<file path="src/rtl/reg_file_mp_if.sv">
// Bundle of write, read and scoreboard signals between the decode/writeback stages and reg_file_mp.
// The master side drives addresses and write data; the slave (register file) returns read data and busy bits.
interface reg_file_mp_if #(
  parameter int XLEN = 32,
  parameter int AW   = 5,
  parameter int NRD  = 2
);
  logic                init_done;
  logic                wen0;
  logic [AW-1:0]       waddr0;
  logic [XLEN-1:0]     wdata0;
  logic                wen1;
  logic [AW-1:0]       waddr1;
  logic [XLEN-1:0]     wdata1;
  logic [NRD*AW-1:0]   raddr;
  logic [NRD*XLEN-1:0] rdata;
  logic [NRD-1:0]      rbusy;
  logic                sb_set;
  logic [AW-1:0]       sb_addr;

  modport master (
    input  init_done, rdata, rbusy,
    output wen0, waddr0, wdata0, wen1, waddr1, wdata1, raddr, sb_set, sb_addr
  );

  modport slave (
    output init_done, rdata, rbusy,
    input  wen0, waddr0, wdata0, wen1, waddr1, wdata1, raddr, sb_set, sb_addr
  );
endinterface

</file>
<file path="src/rtl/reg_file_mp.sv">
// Multi-port register file: two write ports (port 1 wins), NRD combinational reads, zero register,
// post-reset clear sweep and busy scoreboard. Define REG_FILE_MP_BYPASS_EN for same-cycle write-to-read forwarding.
module reg_file_mp #(
  parameter int XLEN     = 32,
  parameter int NREGS    = 32,
  parameter int NRD      = 2,
  parameter int ZERO_REG = 1,
  localparam int AW      = $clog2(NREGS)
) (
  input  logic          clk,
  input  logic          rst,
  reg_file_mp_if.slave  bus
);

  typedef enum logic {ST_INIT = 1'b0, ST_RUN = 1'b1} state_t;

  state_t          state_reg, state_next;
  logic [AW-1:0]   cnt_reg, cnt_next;
  logic            run;

  logic [XLEN-1:0] mem [NREGS];
  logic [NREGS-1:0] busy_reg, busy_next;

  logic we0, we1, clr0, clr1, sb_eff;

  // State register
  always_ff @(posedge clk or posedge rst) begin
    if (rst) begin
      state_reg <= ST_INIT;
      cnt_reg   <= '0;
    end else begin
      state_reg <= state_next;
      cnt_reg   <= cnt_next;
    end
  end

  // Next-state logic
  always_comb begin
    state_next = state_reg;
    cnt_next   = cnt_reg;
    case (state_reg)
      ST_INIT: begin
        cnt_next = cnt_reg + 1'b1;
        if (cnt_reg == AW'(NREGS - 1))
          state_next = ST_RUN;
      end
      ST_RUN:  state_next = ST_RUN;
      default: state_next = ST_INIT;
    endcase
  end

  // Output logic
  always_comb begin
    run           = (state_reg == ST_RUN);
    bus.init_done = run;
  end

  // Write qualification: port 0 drops out when port 1 targets the same entry.
  always_comb begin
    we1    = run && bus.wen1 && !(ZERO_REG != 0 && bus.waddr1 == '0);
    we0    = run && bus.wen0 && !(ZERO_REG != 0 && bus.waddr0 == '0)
                 && !(we1 && bus.waddr1 == bus.waddr0);
    clr0   = run && bus.wen0;
    clr1   = run && bus.wen1;
    sb_eff = run && bus.sb_set && !(ZERO_REG != 0 && bus.sb_addr == '0);
  end

  // Array is cleared by the sweep rather than by reset, so it keeps a plain clocked write.
  always_ff @(posedge clk) begin
    if (!run) begin
      mem[cnt_reg] <= '0;
    end else begin
      if (we0) mem[bus.waddr0] <= bus.wdata0;
      if (we1) mem[bus.waddr1] <= bus.wdata1;
    end
  end

  genvar gi;
  generate
    for (gi = 0; gi < NREGS; gi++) begin : g_busy
      logic set_hit, clr_hit;
      assign set_hit = sb_eff && (bus.sb_addr == AW'(gi));
      assign clr_hit = (clr0 && bus.waddr0 == AW'(gi)) || (clr1 && bus.waddr1 == AW'(gi));
      // A new producer issued in the same cycle as the old one retires keeps the entry busy.
      assign busy_next[gi] = set_hit ? 1'b1 : (clr_hit ? 1'b0 : busy_reg[gi]);
    end
  endgenerate

  always_ff @(posedge clk or posedge rst) begin
    if (rst) busy_reg <= '0;
    else     busy_reg <= busy_next;
  end

  generate
    for (gi = 0; gi < NRD; gi++) begin : g_rd
      logic [AW-1:0]   ra;
      logic [XLEN-1:0] rd;
      logic            rb;

      assign ra = bus.raddr[gi*AW +: AW];

      always_comb begin
        rd = mem[ra];
        rb = busy_reg[ra];
`ifdef REG_FILE_MP_BYPASS_EN
        if (we0 && bus.waddr0 == ra) rd = bus.wdata0;
        if (we1 && bus.waddr1 == ra) rd = bus.wdata1;
        if (((clr0 && bus.waddr0 == ra) || (clr1 && bus.waddr1 == ra))
            && !(sb_eff && bus.sb_addr == ra))
          rb = 1'b0;
`endif
        if (ZERO_REG != 0 && ra == '0) begin
          rd = '0;
          rb = 1'b0;
        end
        if (!run) begin
          rd = '0;
          rb = 1'b0;
        end
      end

      assign bus.rdata[gi*XLEN +: XLEN] = rd;
      assign bus.rbusy[gi]              = rb;
    end
  endgenerate

endmodule

</file>
<file path="src/flat_wrapper.sv">
// flat-port wrapper written by rule: the top's interface ports become plain ports
module reg_file_mp_flat 
#(
  parameter int XLEN     = 32,
  parameter int NREGS    = 32,
  parameter int NRD      = 2,
  parameter int ZERO_REG = 1,
  localparam int AW      = $clog2(NREGS)
)
  (clk, rst, bus_init_done, bus_rdata, bus_rbusy, bus_wen0, bus_waddr0, bus_wdata0, bus_wen1, bus_waddr1, bus_wdata1, bus_raddr, bus_sb_set, bus_sb_addr);
  reg_file_mp_if #(.XLEN(XLEN), .AW((5)), .NRD(NRD)) bus_i ();
  input  logic clk;
  input  logic rst;
  output wire logic [$bits(bus_i.init_done)-1:0] bus_init_done;
  output wire logic [$bits(bus_i.rdata)-1:0] bus_rdata;
  output wire logic [$bits(bus_i.rbusy)-1:0] bus_rbusy;
  input wire logic [$bits(bus_i.wen0)-1:0] bus_wen0;
  input wire logic [$bits(bus_i.waddr0)-1:0] bus_waddr0;
  input wire logic [$bits(bus_i.wdata0)-1:0] bus_wdata0;
  input wire logic [$bits(bus_i.wen1)-1:0] bus_wen1;
  input wire logic [$bits(bus_i.waddr1)-1:0] bus_waddr1;
  input wire logic [$bits(bus_i.wdata1)-1:0] bus_wdata1;
  input wire logic [$bits(bus_i.raddr)-1:0] bus_raddr;
  input wire logic [$bits(bus_i.sb_set)-1:0] bus_sb_set;
  input wire logic [$bits(bus_i.sb_addr)-1:0] bus_sb_addr;
  assign bus_init_done = bus_i.init_done;
  assign bus_rdata = bus_i.rdata;
  assign bus_rbusy = bus_i.rbusy;
  assign bus_i.wen0 = bus_wen0;
  assign bus_i.waddr0 = bus_waddr0;
  assign bus_i.wdata0 = bus_wdata0;
  assign bus_i.wen1 = bus_wen1;
  assign bus_i.waddr1 = bus_waddr1;
  assign bus_i.wdata1 = bus_wdata1;
  assign bus_i.raddr = bus_raddr;
  assign bus_i.sb_set = bus_sb_set;
  assign bus_i.sb_addr = bus_sb_addr;
  reg_file_mp #(.XLEN(XLEN), .NREGS(NREGS), .NRD(NRD), .ZERO_REG(ZERO_REG)) u_core (.clk(clk), .rst(rst), .bus(bus_i));
endmodule
</file>
<file path="config.mk">
export PLATFORM = sky130hd
export DESIGN_NAME = reg_file_mp_flat
export DESIGN_NICKNAME = d
export VERILOG_FILES = /design/src/rtl/reg_file_mp_if.sv /design/src/rtl/reg_file_mp.sv /design/src/flat_wrapper.sv
export SDC_FILE = /design/constraint.sdc
export NUM_CORES = 2
export LEC_CHECK = 0
export CORE_MARGIN = 2
export CORE_UTILIZATION = 30
export CTS_CLUSTER_SIZE = 10
export DETAILED_ROUTE_END_ITERATION = 8
export PLACE_DENSITY = 0.54
export SETUP_SLACK_MARGIN = 0.4
export SYNTH_ARGS = -nofsm -noshare
export SYNTH_HDL_FRONTEND = slang
export SYNTH_SLANG_ARGS = --single-unit
export TNS_END_PERCENT = 100
</file>
<file path="constraint.sdc">
create_clock -name clk -period 4.05 [get_ports clk]
set_clock_uncertainty 0.15 [all_clocks]
set_input_delay 0.6075 -clock clk [delete_from_list [all_inputs] [get_ports clk]]
set_output_delay 0.6075 -clock clk [all_outputs]
set_load 0.1 [all_outputs]
</file>
Word-level counts from Yosys, hierarchy flattened
Memory sizes are Yosys's and may differ from the RTL's. Index checks and enable logic that the tools add are counted.

Register bits: 38. Memory bits (writable): 1024. Input bits: 94. Output and inout port bits: 67. Memories: 1.

Memory list: u_core.mem (words 32, bits a word 32, read ports 2, clocked after Yosys merged registers in 0, write ports 2, line reg_file_mp.sv:21) `logic [XLEN-1:0] mem [NREGS];`.

Add/subtract/negate cells: 1. Order comparisons: 2. Equality and inequality tests: 95. Mux-type cells: 88. Bitwise gates (word level): 1. Reductions and logical operators: 178.

Operators with widths (number): == test 5 bit (second input constant) (49); 2-to-1 mux 32 bit (5); == test 5 x 4 -> 1 bit (second input constant) (24); logical AND 1 bit (104); 2-to-1 mux 1 bit (79); nonzero test 2 bit (32); == test 5 x 3 -> 1 bit (second input constant) (12); logical OR 1 bit (32); OR reduction 32 bit (1); == test 5 x 2 -> 1 bit (second input constant) (6); zero test 5 bit (5); == test 5 x 1 -> 1 bit (second input constant) (3); < comparator 5 x 6 -> 1 bit (second input constant) (2); binary-select mux 1 bit (select 5 bit) (2); adder 5 x 1 -> 5 bit (second input constant) (1); == test 5 bit (1); 2-to-1 mux 5 bit (1); zero test 1 bit (4); one-hot mux 1 bit (2 select lines) (1); inverter 1 bit (1).

Logic depth before layout (Yosys ltp)
Depth after elaboration: 11. Depth in mapped cells: 9. Mapped depth without buffers: 6.

Least setup slack after synthesis
No wires, ideal clock.

Kind: input -> output. Start: input port bus_raddr[5]. End: output port bus_rdata[53]. Arrival: 4723 ps. Slack: -1430 ps. Stages: 9. Cells stage by stage: clkbuf_2 > buf_4 > buf_6 > buf_4 > nor3_1 > a21boi_2 > buf_1 > o21ai_0 > nor4_1.

Longest elaborated chain between the ends: 3.

RTL lines: start, declared (line flat_wrapper.sv:23) `input wire logic [$bits(bus_i.raddr)-1:0] bus_raddr;`; memory read (32 x 32 bit) / zero test 5 bit (equally long branches); 2-to-1 mux 32 bit * (line reg_file_mp.sv:112) `if (ZERO_REG != 0 && ra == '0) begin`; 2-to-1 mux 32 bit * (line reg_file_mp.sv:116) `if (!run) begin`; end, declared (line flat_wrapper.sv:15) `output wire logic [$bits(bus_i.rdata)-1:0] bus_rdata;`.

Mark *: on every way between the ends. The rest lies on a longest branch, timed or not.

Final worst setup path
Start: input port bus_raddr[5]. End: output port bus_rdata[54].

Same word-level chain as after synthesis.

==> summary.txt <==
Status
  – Status: finished clean

Clock network
  – Clk sinks: 1,062
  – CTS Buf Count: 131
  – Clock transition at path regs: 0.06 ns
  – Root buf cell: clkbuf_16
  – Htree depth: 4
  – Clock Path Buffers: 3
  – CTS tree: done
  – Skew-Pair Late Insertion Delay: 0.79 ns

Worst setup path
  – Crit path from: bus_raddr[5]
  – Setup Crit Path Kind: in -> out
  – Worst Path Max Fanout: 17
  – Worst Path Arrival: 2.85 ns
  – Type of origin of the critical path: primary input
  – Type of destination of the critical path: output pin
  – Worst Path Required: 3.29 ns
  – Worst R2R Start: u_core.bus.init_done

Yosys
  – Ys Warns: 0
  – Post-Syn Instances: 4,575
  – Top FF cell, synth: edfxtp_1
  – Top cells by area, synth: edfxtp_1, mux4_2, o21ai_0
  – Synthesized area per cell: 13.2 um2
  – Cell Area, Synth: 60,300 um2
  – Register area share after synthesis: 52.6%
  – Synth top area share: 51.0%
  – Post-Syn Nets: 4,671
  – Yosys top cell by area: edfxtp_1
  – Ys async rst share: 3.58%
  – Seq cells post-synth: 1,062
  – Post-synthesis cell type count: 57
  – EDFF count, synth: 1,024

Detailed routing
  – Antenna viol nets, final: 0
  – Post-Route WL: 243,000 um
  – WL/cell: 32.9 um
  – Drt pass-1 iters: 5
  – DRC Markers: 0
  – Routed vias: 43.7k
  – Vias/cell: 5.93
  – Starting DRT DRC Count: 5,714

Timing
  – Worst slew pin tran: 1.24 ns
  – Fin crit share: 89.1%
  – Final-report setup violation count: 0
  – Slew headroom: 17.0%
  – Fin Setup TNS: 0 ns
  – Final Hold Viols: 0
  – Fin. max-slew vios: 0
  – Fmax: 0.277 GHz
  – Hold Slack: 0.102 ns
  – Fin crit period: 3.61 ns
  – Final worst setup slack: 0.442 ns
  – RSZ-0062 raised after global routing: yes

Placement
  – Detailed placement HPWL: 148,000 um
  – Gpl congestion: 0.856
  – Setup slack at placement: 0.161 ns
  – I/O Buffers: 160

Pwr
  – Peak VDD IR: 0.385 mV
  – Internal power: 0.0198 W
  – Sw Share: 27.3%
  – Pleak: 24.6 nW
  – Power share of the clock group: 40.1%
  – Comb pwr share: 15.0%
  – Reg power frac: 44.9%
  – P per Cell Area: 375 nW/um2
  – Switch Pwr: 0.00743 W

Floorplanning
  – DIE AREA: 204,000 um2
  – Die Y: 452 um
  – Core area: 200,000 um2
  – FP Rows: 164
  – Chip width: 452 um
  – Ports: 161
  – Initial Utilization: 30.2%

Global route
  – Grt ovf: 0
  – GRT Util Overall: 23.4%
  – Initial antenna violation count: 5
  – Largest net degree at the start of global routing: 66
  – Number of global-route vias before repair: 43.4k
  – First-pass GRT wire length: 338,000 um

Finish
  – Layout cells sized above 1: 33.3%
  – Nets: 4,741
  – Commonest non-fill, non-tap cell in the layout: edfxtp_1
  – Number of flip-flops under the largest register name: 1,024
  – Highest-count cells in the layout ignoring fill and taps: edfxtp_1, o21ai_0, nand2_1
  – Area delta synth->final: 20.6%

Hold path
  – Hold Path Class: in -> async

Run
  – Max-cap viol count: 0
synthesized netlist by cell type, drive strengths merged (5+ instances only):
library cell / number
a21oi: 19
a22o: 20
a2bb2oi: 8
buf: 124
clkbuf: 417
dfrtp: 38
edfxtp: 1024
inv: 34
mux2: 258
mux4: 594
nand2: 797
nand2b: 9
nand3: 13
nand3b: 9
nor2: 168
nor2b: 11
nor3: 9
nor4: 65
o21ai: 814
o21bai: 10
o22ai: 84
xor2: 5
layout make-up:
type	instances	area [um2]
multi-input cells	2938	27700
fillers	18900	127000
well taps	2656	3320
flip-flops and latches	1062	31700
diodes	2	5.00
repair buffers	478	6010
inverters	34	128
clock buffers	172	3450
clock inverters	32	332
timing repair:
| item | 4_1_cts | 5_1_grt |
|---|---|---|
| pin swaps | 2 | 2 |
| hold buffers | 0 | 0 |
| endpoints found under the setup margin | 61 | 26 |
| buffers inserted | 1 | 4 |
| gates resized for setup | 20 | 16 |
| gates cloned | 1 | 2 |
power by group through the flow:
stage	clock (W)	sequential, W	combinational [W]
after floorplan	0	0.0124	0.00252
after global placement	0	0.0124	0.00403
after detailed placement	0	0.0125	0.00406
after CTS	0.0111	0.0122	0.00408
after global routing	0.0114	0.0122	0.00428
final	0.0109	0.0122	0.00409
stage by stage:
| step | power [W] | cells | instance area [um2] | util [%] |
|---|---|---|---|---|
| finish | 0.0273 | 7374 | 72700 | 36.4 |
| global route | 0.0279 | 7374 | 72700 | 36.4 |
| CTS | 0.0274 | 7366 | 72500 | 36.3 |
| detailed placement | 0.0165 | 7160 | 68700 | 34.4 |
| global placement | 0.0165 | 7160 | 68700 | 34.4 |
| floorplan | 0.0150 | 4575 | 61500 | - |
per-layer routing:
metal | track usage [%] | share of wire (%) | routed length, um | vias up
met5 | 0 | 0.012 | 28 | -
met4 | 11.0 | 5.3 | 12800 | 4
met3 | 4.78 | 9.7 | 23500 | 583
met2 | 38.4 | 48 | 117000 | 2687
met1 | 29.6 | 37 | 89900 | 22500
li1 | - | - | - | 17900
kinds of logic after synthesis:
group,synth area share [%]
simple gates,7.49
flops,52.6
compound gates,8.68
mux,27.0
buf+inv,4.06
xor+xnor,0.116
fa+ha+maj,0.0415
critical path, cell delays in order:
cell,delay [ns]
buf_12,0.20
buf_12,0.24
buf_12,0.21
mux4_2,0.52
mux4_2,0.51
nor2_1,0.20
nor4_4,0.10
buf_12,0.18
final timing paths:
check / to / slack, ns / cells past startpoint
setup reg to reg: u_core.mem[1][2] / 0.69 / 9
max in group asynchronous: u_core.busy_reg[29] / 3.25 / 3
hold / removal: u_core.busy_reg[0] / 0.10 / 3
hold reg to reg: u_core.busy_reg[29] / 0.37 / 1
min in group clk: u_core.busy_reg[29] / 0.37 / 1
setup / recovery: bus_rdata[54] / 0.44 / 8
Power figures use the tool's default switching activity.
